<file path="src/rtl/truth_table_sweeper.sv">
// Exhaustive 4-input truth-table sweeper: drives all 16 vectors, samples F,
// and compares the measured table against a caller-supplied expected table.
module truth_table_sweeper #(
    parameter int HOLD_CYCLES = 4
) (
    input  logic        clk,
    input  logic        rst,
    input  logic        start,
    input  logic [15:0] expected,
    output logic [3:0]  abcd,
    input  logic        f_in,
    output logic        busy,
    output logic        done,
    output logic        pass,
    output logic [15:0] table_out,
    output logic [4:0]  mismatch_count,
    output logic [3:0]  first_fail_idx
);

    typedef enum logic [1:0] {
        IDLE,
        RUN,
        DONE
    } state_t;

    localparam logic [7:0] HOLD_LAST = 8'(HOLD_CYCLES - 1);

    state_t      state;
    logic [15:0] exp_q;
    logic [3:0]  idx;
    logic [7:0]  hold;
    logic        miss;
    logic [4:0]  count_next;

    assign miss       = f_in != exp_q[idx];
    assign count_next = mismatch_count + {4'd0, miss};

    always_ff @(posedge clk) begin
        if (rst) begin
            state          <= IDLE;
            exp_q          <= '0;
            idx            <= '0;
            hold           <= '0;
            abcd           <= '0;
            busy           <= 1'b0;
            done           <= 1'b0;
            pass           <= 1'b0;
            table_out      <= '0;
            mismatch_count <= '0;
            first_fail_idx <= '0;
        end else begin
            unique case (state)
                IDLE: begin
                    done <= 1'b0;
                    if (start) begin
                        state          <= RUN;
                        exp_q          <= expected;
                        idx            <= '0;
                        hold           <= '0;
                        abcd           <= '0;
                        busy           <= 1'b1;
                        pass           <= 1'b0;
                        table_out      <= '0;
                        mismatch_count <= '0;
                        first_fail_idx <= '0;
                    end
                end
                RUN: begin
                    // F is only trusted at the end of its settle window
                    if (hold == HOLD_LAST) begin
                        hold           <= '0;
                        table_out[idx] <= f_in;
                        mismatch_count <= count_next;
                        if (miss && mismatch_count == 5'd0)
                            first_fail_idx <= idx;
                        if (idx == 4'd15) begin
                            state <= DONE;
                            busy  <= 1'b0;
                            done  <= 1'b1;
                            pass  <= (count_next == 5'd0);
                            abcd  <= '0;
                        end else begin
                            idx  <= idx + 4'd1;
                            abcd <= idx + 4'd1;
                        end
                    end else begin
                        hold <= hold + 8'd1;
                    end
                end
                DONE: begin
                    done  <= 1'b0;
                    state <= IDLE;
                end
                default: state <= IDLE;
            endcase
        end
    end

endmodule

</file>
<file path="config.mk">
export PLATFORM = sky130hd
export DESIGN_NAME = truth_table_sweeper
export DESIGN_NICKNAME = d
export VERILOG_FILES = /design/src/rtl/truth_table_sweeper.sv
export SDC_FILE = /design/constraint.sdc
export NUM_CORES = 1
export LEC_CHECK = 0
export ABC_AREA = 1
export BUFFER_PORTS_ARGS = -buffer_cell sky130_fd_sc_hd__buf_4
export CAP_MARGIN = 20
export CORE_MARGIN = 1
export CORE_UTILIZATION = 60
export CTS_CLUSTER_SIZE = 40
export DETAILED_ROUTE_END_ITERATION = 8
export GPL_ROUTABILITY_DRIVEN = 0
export PLACE_DENSITY_LB_ADDON = 0.1
export SETUP_SLACK_MARGIN = 0.4
export SYNTH_ARGS = -nofsm -noshare
export SYNTH_HDL_FRONTEND = slang
export SYNTH_SLANG_ARGS = --single-unit
</file>
<file path="constraint.sdc">
create_clock -name clk -period 4.95 [get_ports clk]
set_clock_uncertainty 0.1 [all_clocks]
set_input_delay 0.99 -clock clk [delete_from_list [all_inputs] [get_ports clk]]
set_output_delay 0.99 -clock clk [all_outputs]
set_load 0.01 [all_outputs]
</file>
== Word-level counts from Yosys, hierarchy flattened ==
Index checks and enable logic that the tools add are counted.

* Add/sub/neg operators: 3
* Magnitude comparators: 2
* Equal/unequal tests: 10
* Multiplexer cells: 39
* Reduce and logical (&&, ||, !) cells: 16

{| class="wikitable"
|+ Operators by type and width
! operator !! number
|-
| $mux W16 || 2
|-
| $pmux W16 S2 || 1
|-
| $mux W4 || 7
|-
| $pmux W4 S2 || 3
|-
| $bwmux W16 || 1
|-
| $mux W8 || 2
|-
| $pmux W8 S2 || 1
|-
| $reduce_and A4 Y1 || 3
|-
| $logic_not A5 Y1 || 2
|-
| $mux W1 || 10
|-
| $mux W5 || 2
|-
| $ne A2 B2 Y1 const B || 5
|-
| $pmux W5 S2 || 1
|-
| $reduce_and A3 Y1 || 3
|-
| $add A8 B1 Y8 const B || 1
|-
| $eq A8 B2 Y1 const B || 1
|-
| $mux W2 || 3
|-
| $pmux W1 S2 || 3
|-
| $add A5 B1 Y5 || 1
|-
| $lt A4 B5 Y1 const B || 1
|-
| $add A4 B1 Y4 const B || 1
|-
| $bmux W1 S4 || 1
|-
| $demux W1 S4 || 1
|-
| $eq A4 B4 Y1 const B || 1
|-
| other kinds (10) || 13
|}

* Register bits: 62
* Input port bits: 20
* Output and inout bits: 32
* Logic and storage cells: 81

== Depth between registers and ports, before layout ==
Gate-level depths: netlist of run 1.

* Depth after elaboration: 8
* Mapped depth: 17
* Mapped depth without buffers: 16

== Worst setup path after synthesis of run 1 ==
No wires, ideal clock.

* Kind: input-to-reg
* Start point: input port f_in
* End point: register pass
* Setup time: 0.070 ns
* Data arrival time: 2.188 ns
* Data required time: 4.780 ns
* Slack: 2.591 ns
* Stages on the path: 9
* Buffers on the path: 0
* Cells stage by stage: inv_1 -> nand2_1 -> and2_1 -> ha_1 -> ha_1 -> xor2_1 -> nor4_1 -> nand4_1 -> a21oi_1

* Word-level cells in the longest chain between the ends: 6

{| class="wikitable"
|+ Ends and longest elaborated chain
! element !! RTL line !! text
|-
| from (decl) || 11 || <nowiki>input logic f_in,</nowiki>
|-
| $ne A1 B1 Y1 || 35 || <nowiki>assign miss = f_in != exp_q[idx];</nowiki>
|-
| $add A5 B1 Y5 || 36 || <nowiki>assign count_next = mismatch_count + {4'd0, miss};</nowiki>
|-
| $logic_not A5 Y1 || 80 || <nowiki>pass <= (count_next == 5'd0);</nowiki>
|-
| $mux W1 || 76 || <nowiki>if (idx == 4'd15) begin</nowiki>
|-
| $mux W1 || 70 || <nowiki>if (hold == HOLD_LAST) begin</nowiki>
|-
| $pmux W1 S2 || 52 || <nowiki>unique case (state)</nowiki>
|-
| to (signal assigned) || 80 ||
|-
| to (decl) || 14 || <nowiki>output logic pass,</nowiki>
|}

Every way passes these cells. The select of a mux whose other input is x is not followed.
A chain may end at the register's enable or synchronous reset.

== Final worst setup path of run 1 ==
* Start point: register idx[0]
* End point: register pass

* Word-level cells in the longest chain between the ends: 8
* Elaborated cells between the ends (all ways): 11
* Classes of those cells: 1 x add/sub; 3 x eq/ne; 5 x mux; 2 x reduce/logical

{| class="wikitable"
|+ Ends and longest elaborated chain
! element !! RTL line !! text
|-
| from (decl) || 30 || <nowiki>logic [3:0] idx;</nowiki>
|-
| from (signal assigned) || 83 || <nowiki>idx <= idx + 4'd1;</nowiki>
|-
| $bmux W1 S4 || 35 ||
|-
| $mux W1 (implied by the code) || 35 ||
|-
| $ne A1 B1 Y1 || 35 ||
|-
| $add A5 B1 Y5 || 36 ||
|-
| $logic_not A5 Y1 || 80 ||
|-
| $mux W1 || 76 ||
|-
| $mux W1 || 70 ||
|-
| $pmux W1 S2 || 52 ||
|}

Parallel ways exist; a longest one is shown, timed or not. The select of a mux whose other input is x is not followed.

==> impl_summary.log, run 1 <==
INFO  metric port_buffers = 51
INFO  metric final.fill_count = 381
INFO  metric worst_ep_required_time = 5.13 ns
INFO  metric endpoint_kind = flop
INFO  metric cts-root-to-sink-buffers = 2
INFO  metric vias = 2843
INFO  metric netlist_instances = 420
INFO  metric drc = 0
INFO  metric power_per_cell_area = 347.6 nW/µm²
INFO  metric routedWlPerCell = 13.10 µm
INFO  metric postRouteWirelength = 7007 µm
INFO  metric synthesis.area_per_instance = 7.355 µm²
INFO  metric cell_taking_the_most_area_after_synthesis = dfxtp_1
INFO  metric viasPerCell = 5.314
INFO  metric yosys.cell_types.count = 36
INFO  metric post-place-cells = 520
INFO  metric critPathBufInv = 1
INFO  metric critical_path.slowest_cell = dfxtp_1
INFO  metric timing.setup.tns = 0 ns
INFO  metric layout_common_cells = nand2_1, dfxtp_1, buf_4
INFO  metric top_layer_used = met4
INFO  metric nature_of_the_critical_path_startpoint = flop
INFO  metric maxCapViolCount = 0
INFO  metric cts.reportedPaths.clkPinSlew = 0.07 ns
INFO  metric tritoncts_num_sinks = 62
INFO  metric peakVddDrop = 221.7 µV
INFO  metric insertedDiodeCount = 0
INFO  metric ctsResizeCount = 0
INFO  metric first_iter_violations = 172
INFO  metric multi_input_comb_area = 1550 µm²
INFO  metric finalCritPeriodShare = 54.04%
INFO  metric synth.net_count = 447
INFO  metric p_leak = 0.001549 µW
INFO  metric clock-root-buffer = clkbuf_8
INFO  metric min_period = 2.675 ns
INFO  metric path_class = flop to flop
INFO  metric drive_above_1_share = 22.22%
INFO  metric areaGrowthSynthToFinish = 18.87%
INFO  metric cts_setup_buffers = 0
INFO  metric met2_length = 3302 µm
INFO  metric antenna_violations_before_repair = 0
INFO  metric min-delay-start = exp_q[2]$_SDFFE_PP0P_
INFO  metric timing.fmax = 373.9 MHz
INFO  metric path_delay_family = simple AND/OR/NAND/NOR gates
INFO  metric post-synth-top-area-fraction = 40.18%
INFO  metric seqCellArea = 1241 µm²
INFO  metric first_pass_iters = 4
INFO  metric chipHeight = 73.76 µm
INFO  metric placement.setup.worst_slack = 2.296 ns
INFO  metric htree_levels = 3
INFO  metric grt_max_degree = 38
INFO  metric worst_case_headroom_to_the_max_slew_limit = 53.69%
INFO  metric grt_first_pass_wirelength = 11740 µm
INFO  metric insertion_delay = 0.35 ns
INFO  metric most_common_cell_after_layout_fill_and_taps_aside = nand2_1
INFO  metric number_of_buffers_added_by_the_clock_tree_synthesis_step = 9
INFO  metric critical_path_cell_list = inv_2 > nand2_1 > nand3_1 > nand2_1 > nand2_1 > nand2_2 > o21ai_2 > and2_1 > ha_1 > ha_1 > xor2_1 > nor4_1 > nand4_1 > a21oi_1
INFO  metric fin_ws = 2.275 ns
INFO  metric setup_viol_count_final = 0
INFO  metric critical_path.most_common_cell = nand2_1
INFO  metric hold_path.class = flop to flop
INFO  metric netlist_top_cells_area = dfxtp_1, nand2_1, a21oi_1
INFO  metric seq_area_frac_synth = 40.18%
INFO  metric status = finished, final reports clean
INFO  metric grt_overflow_total = 0
INFO  metric num_io_pins = 52
INFO  metric cts_hold_buffers = 0
INFO  metric synth_area = 3089 µm²
INFO  metric placeableCoreArea = 4848 µm²
INFO  metric timing.final.hold_violations = 0
INFO  metric max_slew.worst_pin.slew = 0.6938 ns
INFO  metric worst_setup_path_startpoint = idx[0]$_SDFFE_PP0P_
INFO  metric finalNetCount = 491
INFO  metric rr_startpoint = idx[0]$_SDFFE_PP0P_
INFO  metric placement_rows = 25
INFO  metric first_global_vias = 2636
INFO  metric rsz0062_at_grt = no
INFO  metric met3RoutedLength = 365 µm
INFO  metric ant_nets = 0
INFO  metric globalRouteTotalUtil = 28.72%
INFO  metric cpPeakStageDelay = 0.59 ns
INFO  metric design.die.area = 5440 µm²
INFO  metric crit_arrival = 2.85 ns
INFO  metric critical_path_peak_fanout = 13
INFO  metric finalNonFillerCells = 535
INFO  metric drv_slew = 0
INFO  metric initial_core_util = 63.72%
INFO  metric cts_tree = done
INFO  metric dpl.hpwl = 4631 µm
INFO  metric die-width = 73.76 µm
INFO  metric synth.yosys.warnings = 0
INFO  metric yosys_register_bits = 62
INFO  metric routedLengthMet1 = 3221 µm
worst reg2reg max path, cell delays in order, from the launching register on:
cell and delay (ns):
dfxtp_1 0.59, inv_2 0.21, nand2_1 0.11, nand3_1 0.07
nand2_1 0.08, nand2_1 0.06, nand2_2 0.08, o21ai_2 0.07
and2_1 0.14, ha_1 0.19, ha_1 0.21, xor2_1 0.16
nor4_1 0.26, nand4_1 0.13, a21oi_1 0.13
cells in the mapped netlist:
cell type	n
nor2_8	2
a21oi_2	9
dfxtp_1	62
nor2_1	45
buf_2	3
o21ai_1	1
nand2_8	1
nand3_2	1
a221oi_1	3
nand4_1	5
nand3_1	18
a21oi_1	43
clkbuf_2	1
nor2_2	2
a211oi_1	4
and2_1	1
o211a_1	1
o21ai_0	32
a32o_1	1
a21oi_4	1
nor3_1	1
buf_4	3
nand2_1	92
ha_1	7
o21ai_2	10
nand2_4	3
nand2_2	2
xnor2_1	1
inv_4	3
xor2_1	3
a31oi_1	1
clkbuf_1	8
buf_6	3
inv_1	41
inv_2	5
nor4_1	1
layer usage:
metal,track usage [%],vias to the layer above
met5,0,-
met4,13.25,0
met3,9.877,9
met2,44.85,84
met1,35.52,1293
li1,-,1457
path summary, 6_finish.rpt:
| path | end | cells after the start | slack, ns |
|---|---|---|---|
| max | pass$_SDFFE_PP0P_ | 14 | 2.28 |
| min | exp_q[2]$_SDFFE_PP0P_ | 2 | 0.36 |
| max reg2reg | pass$_SDFFE_PP0P_ | 14 | 2.28 |
| min reg2reg | exp_q[2]$_SDFFE_PP0P_ | 2 | 0.36 |
logic make-up after synthesis:
| group | count (synthesis) | synth area share (%) |
|---|---|---|
| and+or+nand+nor | 174 | 25.31 |
| AOI/OAI and AO/OA | 106 | 20.90 |
| buffers and inverters | 67 | 9.639 |
| DFF | 62 | 40.18 |
| adders and majority gates | 7 | 2.835 |
| xor gates and xnor gates | 4 | 1.134 |
area by class of cell:
cell class              instances  area share [%]
flip-flops and latches         62           33.80
clock inverters                 3           1.840
well taps                      67           2.283
clock buffers                  12           4.225
multi-input cells             291           42.21
inverters                      49           5.213
repair buffers                 51           10.43
where the power goes:
group	leakage, µW	switching, µW	internal (µW)
clock	0.000109	191	308
sequential	0.000506	20.5	527
combinational	0.000934	148	82.2
total	0.00155	359	917
registers in the layout, indices dropped and copies added, names as in the netlist:
register	cells
busy	1
abcd	4
table_out	16
pass	1
idx	4
exp_q	16
hold	8
state	2
done	1
first_fail_idx	4
mismatch_count	5
stage by stage:
| step | area [µm²] | utilization, % | total power [µW] | hold slack (ns) |
|---|---|---|---|---|
| final | 3672 | 75.74 | 1276 | 0.3572 |
| after global routing | 3672 | 75.74 | 1332 | 0.3802 |
| after CTS | 3672 | 75.74 | 1279 | 0.3610 |
| after detailed placement | 3450 | 71.15 | 783.9 | 0.3516 |
| after global placement | 3450 | 71.15 | 778.8 | 0.3539 |
| after floorplan | 3089 | - | 729.8 | 0.3287 |
Note: power is estimated with default switching activity, not from simulation.
==> inputs of run 2 (changes only) <==
--- a/config.mk
+++ b/config.mk
@@ -5,11 +5,11 @@
 export SDC_FILE = /design/constraint.sdc
 export NUM_CORES = 1
 export LEC_CHECK = 0
-export ABC_AREA = 1
+export ABC_AREA = 0
 export BUFFER_PORTS_ARGS = -buffer_cell sky130_fd_sc_hd__buf_4
 export CAP_MARGIN = 20
 export CORE_MARGIN = 1
-export CORE_UTILIZATION = 60
+export CORE_UTILIZATION = 55
 export CTS_CLUSTER_SIZE = 40
 export DETAILED_ROUTE_END_ITERATION = 8
 export GPL_ROUTABILITY_DRIVEN = 0
==> constraint.sdc (replaced) <==
create_clock -name clk -period 2.5 [get_ports clk]
set_clock_uncertainty 0.1 [all_clocks]
set_input_delay 0.5 -clock clk [delete_from_list [all_inputs] [get_ports clk]]
set_output_delay 0.5 -clock clk [all_outputs]
set_load 0.01 [all_outputs]
==> impl_summary.log, run 2 <==
INFO  metric status = finished with violations
INFO  metric violations = negative setup slack
INFO  metric postLayoutCellArea = 3829 µm² (+4.3%)
INFO  metric final.fill_count = 337 (-12%)
INFO  metric layout_top_registers = exp_q x16, table_out x16, hold x8
INFO  metric post-synth-top-area-fraction = 43.38% (+3.2 points)
INFO  metric path_class = flop to flop
INFO  metric crit_arrival = 2.93 ns (+0.08 ns)
INFO  metric placeableCoreArea = 4848 µm² (unchanged)
INFO  metric endpoint_kind = flop
INFO  metric die-width = 74.13 µm (+0.51%)
INFO  metric insertion_delay = 0.34 ns (about the same)
INFO  metric timing.setup.tns = -0.7392 ns (-0.7392 ns)
INFO  metric synth_commonest_cells = a21oi_1, nand2_1, dfxtp_1
INFO  metric dpl.hpwl = 4960 µm (+7.1%)
INFO  metric viasPerCell = 6.012 (+13%)
INFO  metric synthesis.area_per_instance = 8.199 µm² (+11%)
INFO  metric grt_overflow_total = 0 (unchanged)
INFO  metric power_per_cell_area = 600.9 nW/µm² (+73%)
INFO  metric cts-root-to-sink-buffers = 2 (unchanged)
INFO  metric fin_ws = -0.2771 ns (-2.552 ns)
INFO  metric chipHeight = 74.13 µm (+0.51%)
INFO  metric netlist_top_cells_area = dfxtp_1, a21oi_1, nand2_1
INFO  metric yosys.cell_types.count = 38 (+5.6%)
INFO  metric maxCapViolCount = 0 (unchanged)
INFO  metric design.die.area = 5495 µm² (+1.0%)
INFO  metric synth_top_flop_cell = dfxtp_1
INFO  metric areaGrowthSynthToFinish = 33.80%
INFO  metric finalPower = 2300 µW (+80%)
INFO  metric placedInstanceArea = 3395 µm² (-1.6%)
INFO  metric rsz0062_at_grt = yes
INFO  metric placement_rows = 25 (unchanged)
INFO  metric relative_contribution_of_the_clock_network_to_total_power = 44.7% (+5.6 points)
INFO  metric synth.net_count = 376 (-16%)
INFO  metric synthMostInstantiatedCell = a21oi_1
INFO  metric power.switching = 546.6 µW (+52%)
INFO  metric min_period = 2.777 ns (+0.1023 ns)
INFO  metric vias = 2916 (+2.6%)
INFO  metric num_io_pins = 52 (unchanged)
INFO  metric postRouteWirelength = 8077 µm (+15%)
INFO  metric finalCritPeriodShare = 111.1% (+57 points)
INFO  metric async_flop_share = 0% (unchanged)
INFO  metric max_slew.worst_pin.slew = 0.5496 ns (-0.1442 ns)
INFO  metric layout_common_cells = buf_4, a21oi_1, nand2_1
INFO  metric antenna_violations_before_repair = 0 (unchanged)
INFO  metric synth.yosys.warnings = 0 (unchanged)
INFO  metric htree_levels = 3 (unchanged)
INFO  metric finalNetCount = 440 (-10%)
INFO  metric first_iter_violations = 254 (+48%)
INFO  metric cts_tree = done
INFO  metric first_pass_iters = 7 (+3)
INFO  metric most_common_cell_after_layout_fill_and_taps_aside = buf_4
INFO  metric clock-root-buffer = clkbuf_8
INFO  metric multi_input_comb_area = 1675 µm² (+8.1%)
INFO  metric first_global_vias = 2557 (-3.0%)
INFO  metric netlist_instances = 349 (-17%)
INFO  metric tritoncts_num_sinks = 62 (unchanged)
INFO  metric seq_area_frac_synth = 43.38% (+3.2 points)
INFO  metric insertedDiodeCount = 0 (unchanged)
INFO  metric switching_share = 23.76% (-4.4 points)
INFO  metric cts.reportedPaths.clkPinSlew = 0.07 ns (about the same)
INFO  metric peakVddDrop = 675.3 µV (+200%)
INFO  metric grt_first_pass_wirelength = 12300 µm (+4.7%)
INFO  metric hold_path.class = input port to flop
INFO  metric internal_power = 1754 µW (+91%)
INFO  metric cell_taking_the_most_area_after_synthesis = dfxtp_1
INFO  metric worst_ep_required_time = 2.65 ns (-2.48 ns)
INFO  metric setup_viol_count_final = 4 (+4)
INFO  metric routedWlPerCell = 16.65 µm (+27%)
INFO  metric drc = 0 (unchanged)
INFO  metric nature_of_the_critical_path_startpoint = flop
INFO  metric yosys_register_bits = 62 (unchanged)
INFO  metric drive_above_1_share = 29.90% (+7.7 points)
INFO  metric port_buffers = 51 (unchanged)
INFO  metric timing.fmax = 360.1 MHz (-3.7%)
INFO  metric seqCellArea = 1250 µm² (+0.71%)
INFO  metric ant_nets = 0 (unchanged)
INFO  metric timing.final.hold_violations = 0 (unchanged)
INFO  metric cts_hold_buffers = 0 (unchanged)
INFO  metric utilization = 78.97% (+3.2 points)
INFO  metric grt_max_degree = 40 (+5.3%)
INFO  metric p_leak = 0.001523 µW (-1.7%)
INFO  metric drv_slew = 0 (unchanged)
INFO  metric synth_edf_count = 0 (unchanged)
INFO  metric power.sequential.fraction = 44.6% (+1.7 points)
INFO  metric initial_core_util = 59.02% (-4.7 points)
INFO  metric critical_path_peak_fanout = 5 (-8)
INFO  metric worst_case_headroom_to_the_max_slew_limit = 63.22% (+9.5 points)
INFO  metric synth_area = 2861 µm² (-7.4%)
INFO  metric globalRouteTotalUtil = 29.78% (+1.1 points)
INFO  metric pwr-share-comb = 10.6% (-7.4 points)
INFO  metric number_of_buffers_added_by_the_clock_tree_synthesis_step = 9 (unchanged)
## run 2: changes by cell type after synthesis, moves of 5 or more
cell / change
o22ai_1: +5
and3_1: +7
clkbuf_1: +11
inv_1: -37
a21oi_1: +26
o21ai_0: -10
a21oi_2: -9
inv_2: -5
nand2_1: -29
nand2b_1: +5
o21ai_2: -10
nor2_1: -28
## run 2: layer usage
layer / wire [µm] / up-vias / GRT usage (%)
met5: 0 / - / 0
met4: 167 / 0 / 13.03
met3: 554 / 18 / 5.962
met2: 4040 / 119 / 48.48
met1: 3315 / 1404 / 38.40
li1: - / 1375 / -
## run 2: cell families (layout without fill, tap and decap cells)
logic type,Yosys count,in the layout,share of synthesized area [%]
simple gates,133,133,22.78
flops,62,62,43.38
xor+xnor,6,6,1.837
buf+inv,26,95,3.760
compound gates,106,106,19.72
mux,9,9,5.466
fa+ha+maj,7,7,3.061
## run 2: cell type report
type,count,area share [%]
multi-input cells,261,43.76
flip-flops and latches,62,32.65
repair buffers,75,14.90
clock buffers,13,4.412
well taps,67,2.190
clock inverters,3,1.699
inverters,4,0.3922
## run 2: final timing paths
check                              endpoint  cells past startpoint                   from  slack (ns)
max          mismatch_count[2]$_SDFFE_PP0P_                     10    idx[2]$_SDFFE_PP0P_       -0.28
max reg2reg  mismatch_count[2]$_SDFFE_PP0P_                     10    idx[2]$_SDFFE_PP0P_       -0.28
min                   exp_q[3]$_SDFFE_PP0P_                      3            expected[3]        0.30
min reg2reg           exp_q[8]$_SDFFE_PP0P_                      2  exp_q[8]$_SDFFE_PP0P_        0.36
## run 2: timing repair
action                                  CTS  global route
endpoints found under the hold margin     0             0
gates resized for setup                  12            18
pin swaps                                 7            13
endpoints found under the setup margin   28            35
setup buffers                             4             5
## run 2: worst max-delay path, cell delays in order, from the launching register on
cell     delay, ns
dfxtp_4       0.39
mux4_2        0.52
mux4_2        0.54
xor2_4        0.20
ha_4          0.17
ha_4          0.15
buf_4         0.11
buf_6         0.08
nand2_2       0.05
or2_0         0.24
a21oi_1       0.16
## run 2: power groups by stage
stage	logic (µW)	registers, µW	clock network [µW]
after global routing	266	1030	1080
final	245	1030	1030
after CTS	228	1030	1030
after detailed placement	217	1050	0
after floorplan	138	1050	0
after global placement	213	1050	0
## run 2: per-stage QoR
stage | setup slack [ns] | hold WS, ns | std cells
2_1_floorplan | -0.1584 | 0.3315 | 349
3_3_place_gp | -0.2071 | 0.3428 | 460
3_5_place_dp | -0.2890 | 0.3475 | 460
4_1_cts | -0.2613 | 0.3008 | 480
5_1_grt | -0.3635 | 0.3135 | 485
6_report | -0.2771 | 0.3042 | 485
==> inputs of run 3 (changes only) <==
--- a/config.mk
+++ b/config.mk
@@ -13,8 +13,9 @@
 export CTS_CLUSTER_SIZE = 40
 export DETAILED_ROUTE_END_ITERATION = 8
 export GPL_ROUTABILITY_DRIVEN = 0
-export PLACE_DENSITY_LB_ADDON = 0.1
+export PLACE_DENSITY = 0.87
 export SETUP_SLACK_MARGIN = 0.4
+export SLEW_MARGIN = 20
 export SYNTH_ARGS = -nofsm -noshare
 export SYNTH_HDL_FRONTEND = slang
 export SYNTH_SLANG_ARGS = --single-unit
==> impl_summary.log, run 3 (synthesis gave the netlist of run 2 again) <==
INFO  metric tritoncts_num_sinks = 62 (unchanged)
INFO  metric cts-root-to-sink-buffers = 2 (unchanged)
INFO  metric rr_startpoint = idx[2]$_SDFFE_PP0P_
INFO  metric rsz0062_at_grt = yes
INFO  metric cpPeakStageDelay = 0.52 ns (-0.02 ns)
INFO  metric viasPerCell = 5.979 (-0.55%)
INFO  metric cts.reportedPaths.clkPinSlew = 0.08 ns (about the same)
INFO  metric status = finished with violations
INFO  metric power_per_cell_area = 543.8 nW/µm² (-9.5%)
INFO  metric worst_ep_required_time = 2.69 ns (+0.04 ns)
INFO  metric utilization = 76.62% (-2.3 points)
INFO  metric initial_core_util = 59.02% (unchanged)
INFO  metric placement_rows = 25 (unchanged)
INFO  metric number_of_buffers_added_by_the_clock_tree_synthesis_step = 9 (unchanged)
INFO  metric htree_levels = 3 (unchanged)
INFO  metric p_leak = 0.001453 µW (-4.6%)
INFO  metric design.die.area = 5495 µm² (unchanged)
INFO  metric most_common_cell_after_layout_fill_and_taps_aside = buf_4
INFO  metric cts_tree = done
INFO  metric timing.final.hold_violations = 0 (unchanged)
INFO  metric first_pass_iters = 5 (-2)
INFO  metric worst_case_headroom_to_the_max_slew_limit = 56.14% (-7.1 points)
INFO  metric drc = 0 (unchanged)
INFO  metric layout_common_cells = buf_4, a21oi_1, dfxtp_1
INFO  metric endpoint_kind = flop
INFO  metric layout_top_registers = exp_q x16, table_out x16, hold x8
INFO  metric clock-root-buffer = clkbuf_8
INFO  metric cts_hold_buffers = 0 (unchanged)
INFO  metric finalCritPeriodShare = 109.9% (-1.2 points)
INFO  metric grt_first_pass_wirelength = 11480 µm (-6.6%)
INFO  metric crit_path_end = pass$_SDFFE_PP0P_
INFO  metric min_period = 2.748 ns (-0.02889 ns)
INFO  metric crit_arrival = 2.94 ns (about the same)
INFO  metric vias = 2858 (-2.0%)
INFO  metric placement.setup.worst_slack = -0.2672 ns (+0.02187 ns)
INFO  metric peakVddDrop = 420.8 µV (-38%)
INFO  metric postRouteWirelength = 7580 µm (-6.2%)
INFO  metric insertedDiodeCount = 0 (unchanged)
INFO  metric nature_of_the_critical_path_startpoint = flop
INFO  metric rrSetupSlack = -0.25 ns (+0.03 ns)
INFO  metric insertion_delay = 0.35 ns (about the same)
INFO  metric ff2ff_path_depth = 10 (unchanged)
INFO  metric chipHeight = 74.13 µm (unchanged)
INFO  metric violations = negative setup slack
INFO  metric die-width = 74.13 µm (unchanged)
INFO  metric max_slew.worst_pin.slew = 0.6555 ns (+0.1058 ns)
INFO  metric setup_viol_count_final = 4 (unchanged)
INFO  metric finalNetCount = 433 (-1.6%)
INFO  metric antenna_violations_before_repair = 0 (unchanged)
INFO  metric regToRegEndpoint = pass$_SDFFE_PP0P_
INFO  metric drive_above_1_share = 31.14% (+1.2 points)
INFO  metric grt_max_degree = 48 (+20%)
INFO  metric num_io_pins = 52 (unchanged)
INFO  metric drv_slew = 0 (unchanged)
INFO  metric whs = 0.3017 ns (-0.002475 ns)
INFO  metric dpl.hpwl = 5012 µm (+1.0%)
INFO  metric critical_path.slowest_cell = mux4_2
INFO  metric post-place-cells = 459 (-0.22%)
INFO  metric count_of_cell_instances_traversed_by_the_critical_path = 10 (unchanged)
INFO  metric path_class = flop to flop
INFO  metric critPathBufInv = 0 (-2)
INFO  metric first_global_vias = 2508 (-1.9%)
INFO  metric critical_path_cell_list = mux4_2 > mux4_2 > xor2_2 > ha_4 > ha_4 > nand3_4 > xnor2_2 > nor2_1 > nand4_1 > a21oi_1
INFO  metric path_delay_family = multiplexers
INFO  metric first_iter_violations = 312 (+23%)
INFO  metric critical_path_peak_fanout = 5 (unchanged)
INFO  metric routedWlPerCell = 15.86 µm (-4.8%)
INFO  metric finalNonFillerCells = 478 (-1.4%)
INFO  metric fin_ws = -0.2483 ns (+0.02889 ns)
INFO  metric areaGrowthSynthToFinish = 29.82%
INFO  metric timing.setup.tns = -0.6120 ns (+0.1271 ns)
INFO  metric worst_setup_path_startpoint = idx[2]$_SDFFE_PP0P_
INFO  metric hold_path.class = input port to flop
INFO  metric ant_nets = 0 (unchanged)
INFO  metric port_buffers = 51 (unchanged)
INFO  metric timing.fmax = 363.9 MHz (+1.1%)
INFO  metric grt_overflow_total = 0 (unchanged)
INFO  metric placeableCoreArea = 4848 µm² (unchanged)
INFO  metric maxCapViolCount = 0 (unchanged)
INFO  metric globalRouteTotalUtil = 27.85% (-1.9 points)
[run 3: cell types whose count changed in the layout (fill, tap and decap cells not counted), sizes merged]
cell    delta
bufinv     -2
buf        -7
clkinv     +4
clkbuf     -3
inv        +1
[run 3: per-stage QoR]
| step | cell area (µm²) | power, µW |
|---|---|---|
| floorplan | 2908 | 1184 |
| global placement | 3387 | 1258 |
| detailed placement | 3387 | 1265 |
| CTS | 3586 | 2004 |
| global route | 3715 | 2091 |
| finish | 3715 | 2020 |
[run 3: layer usage]
metal	track usage, %	up-vias	routed length (µm)
li1	-	1358	-
met1	35.41	1349	3128
met2	44.24	131	3741
met3	6.640	20	555
met4	14.10	0	154
met5	0	-	0
[run 3: final cells by class]
| class | count | area (µm²) |
|---|---|---|
| multi-input cells | 261 | 1688 |
| clock buffers | 10 | 127.6 |
| fillers | 343 | 1134 |
| inverters | 4 | 15.01 |
| repair buffers | 68 | 510.5 |
| well taps | 67 | 83.83 |
| clock inverters | 6 | 37.54 |
| flip-flops and latches | 62 | 1252 |
[run 3: what timing repair did]
action	4_1_cts	5_1_grt
gates resized for setup	8	29
hold endpoints to repair	0	0
setup endpoints to repair	22	33
buffers inserted	1	2
pin swaps	5	18
[run 3: worst min-delay path by stage]
| stage | startpoint | to | slack (ns) | depth (start not counted) |
|---|---|---|---|---|
| after floorplan | exp_q[6]$_SDFFE_PP0P_ | exp_q[6]$_SDFFE_PP0P_ | 0.33 | 2 |
| after global placement | exp_q[10]$_SDFFE_PP0P_ | exp_q[10]$_SDFFE_PP0P_ | 0.34 | 2 |
| after detailed placement | exp_q[8]$_SDFFE_PP0P_ | exp_q[8]$_SDFFE_PP0P_ | 0.35 | 2 |
| after CTS | expected[4] | exp_q[4]$_SDFFE_PP0P_ | 0.30 | 3 |
| after global routing | expected[12] | exp_q[12]$_SDFFE_PP0P_ | 0.29 | 3 |
| final | expected[4] | exp_q[4]$_SDFFE_PP0P_ | 0.30 | 3 |
[run 3: power by group]
| part | leakage (µW) | total, µW | switching [µW] | internal (µW) |
|---|---|---|---|---|
| clock | 0.0000902 | 763 | 405 | 357 |
| combinational | 0.000858 | 231 | 138 | 93.0 |
| sequential | 0.000505 | 1030 | 16.2 | 1010 |
| total | 0.00145 | 2020 | 560 | 1460 |
[run 3: worst reg2reg max path: cells and delay by family (launching register included)]
| family | cells | cell delay, ns |
|---|---|---|
| xor+xnor | 2 | 0.42 |
| compound gates | 1 | 0.13 |
| mux | 2 | 1.03 |
| simple gates | 3 | 0.29 |
| fa+ha+maj | 2 | 0.34 |
| flops | 1 | 0.39 |
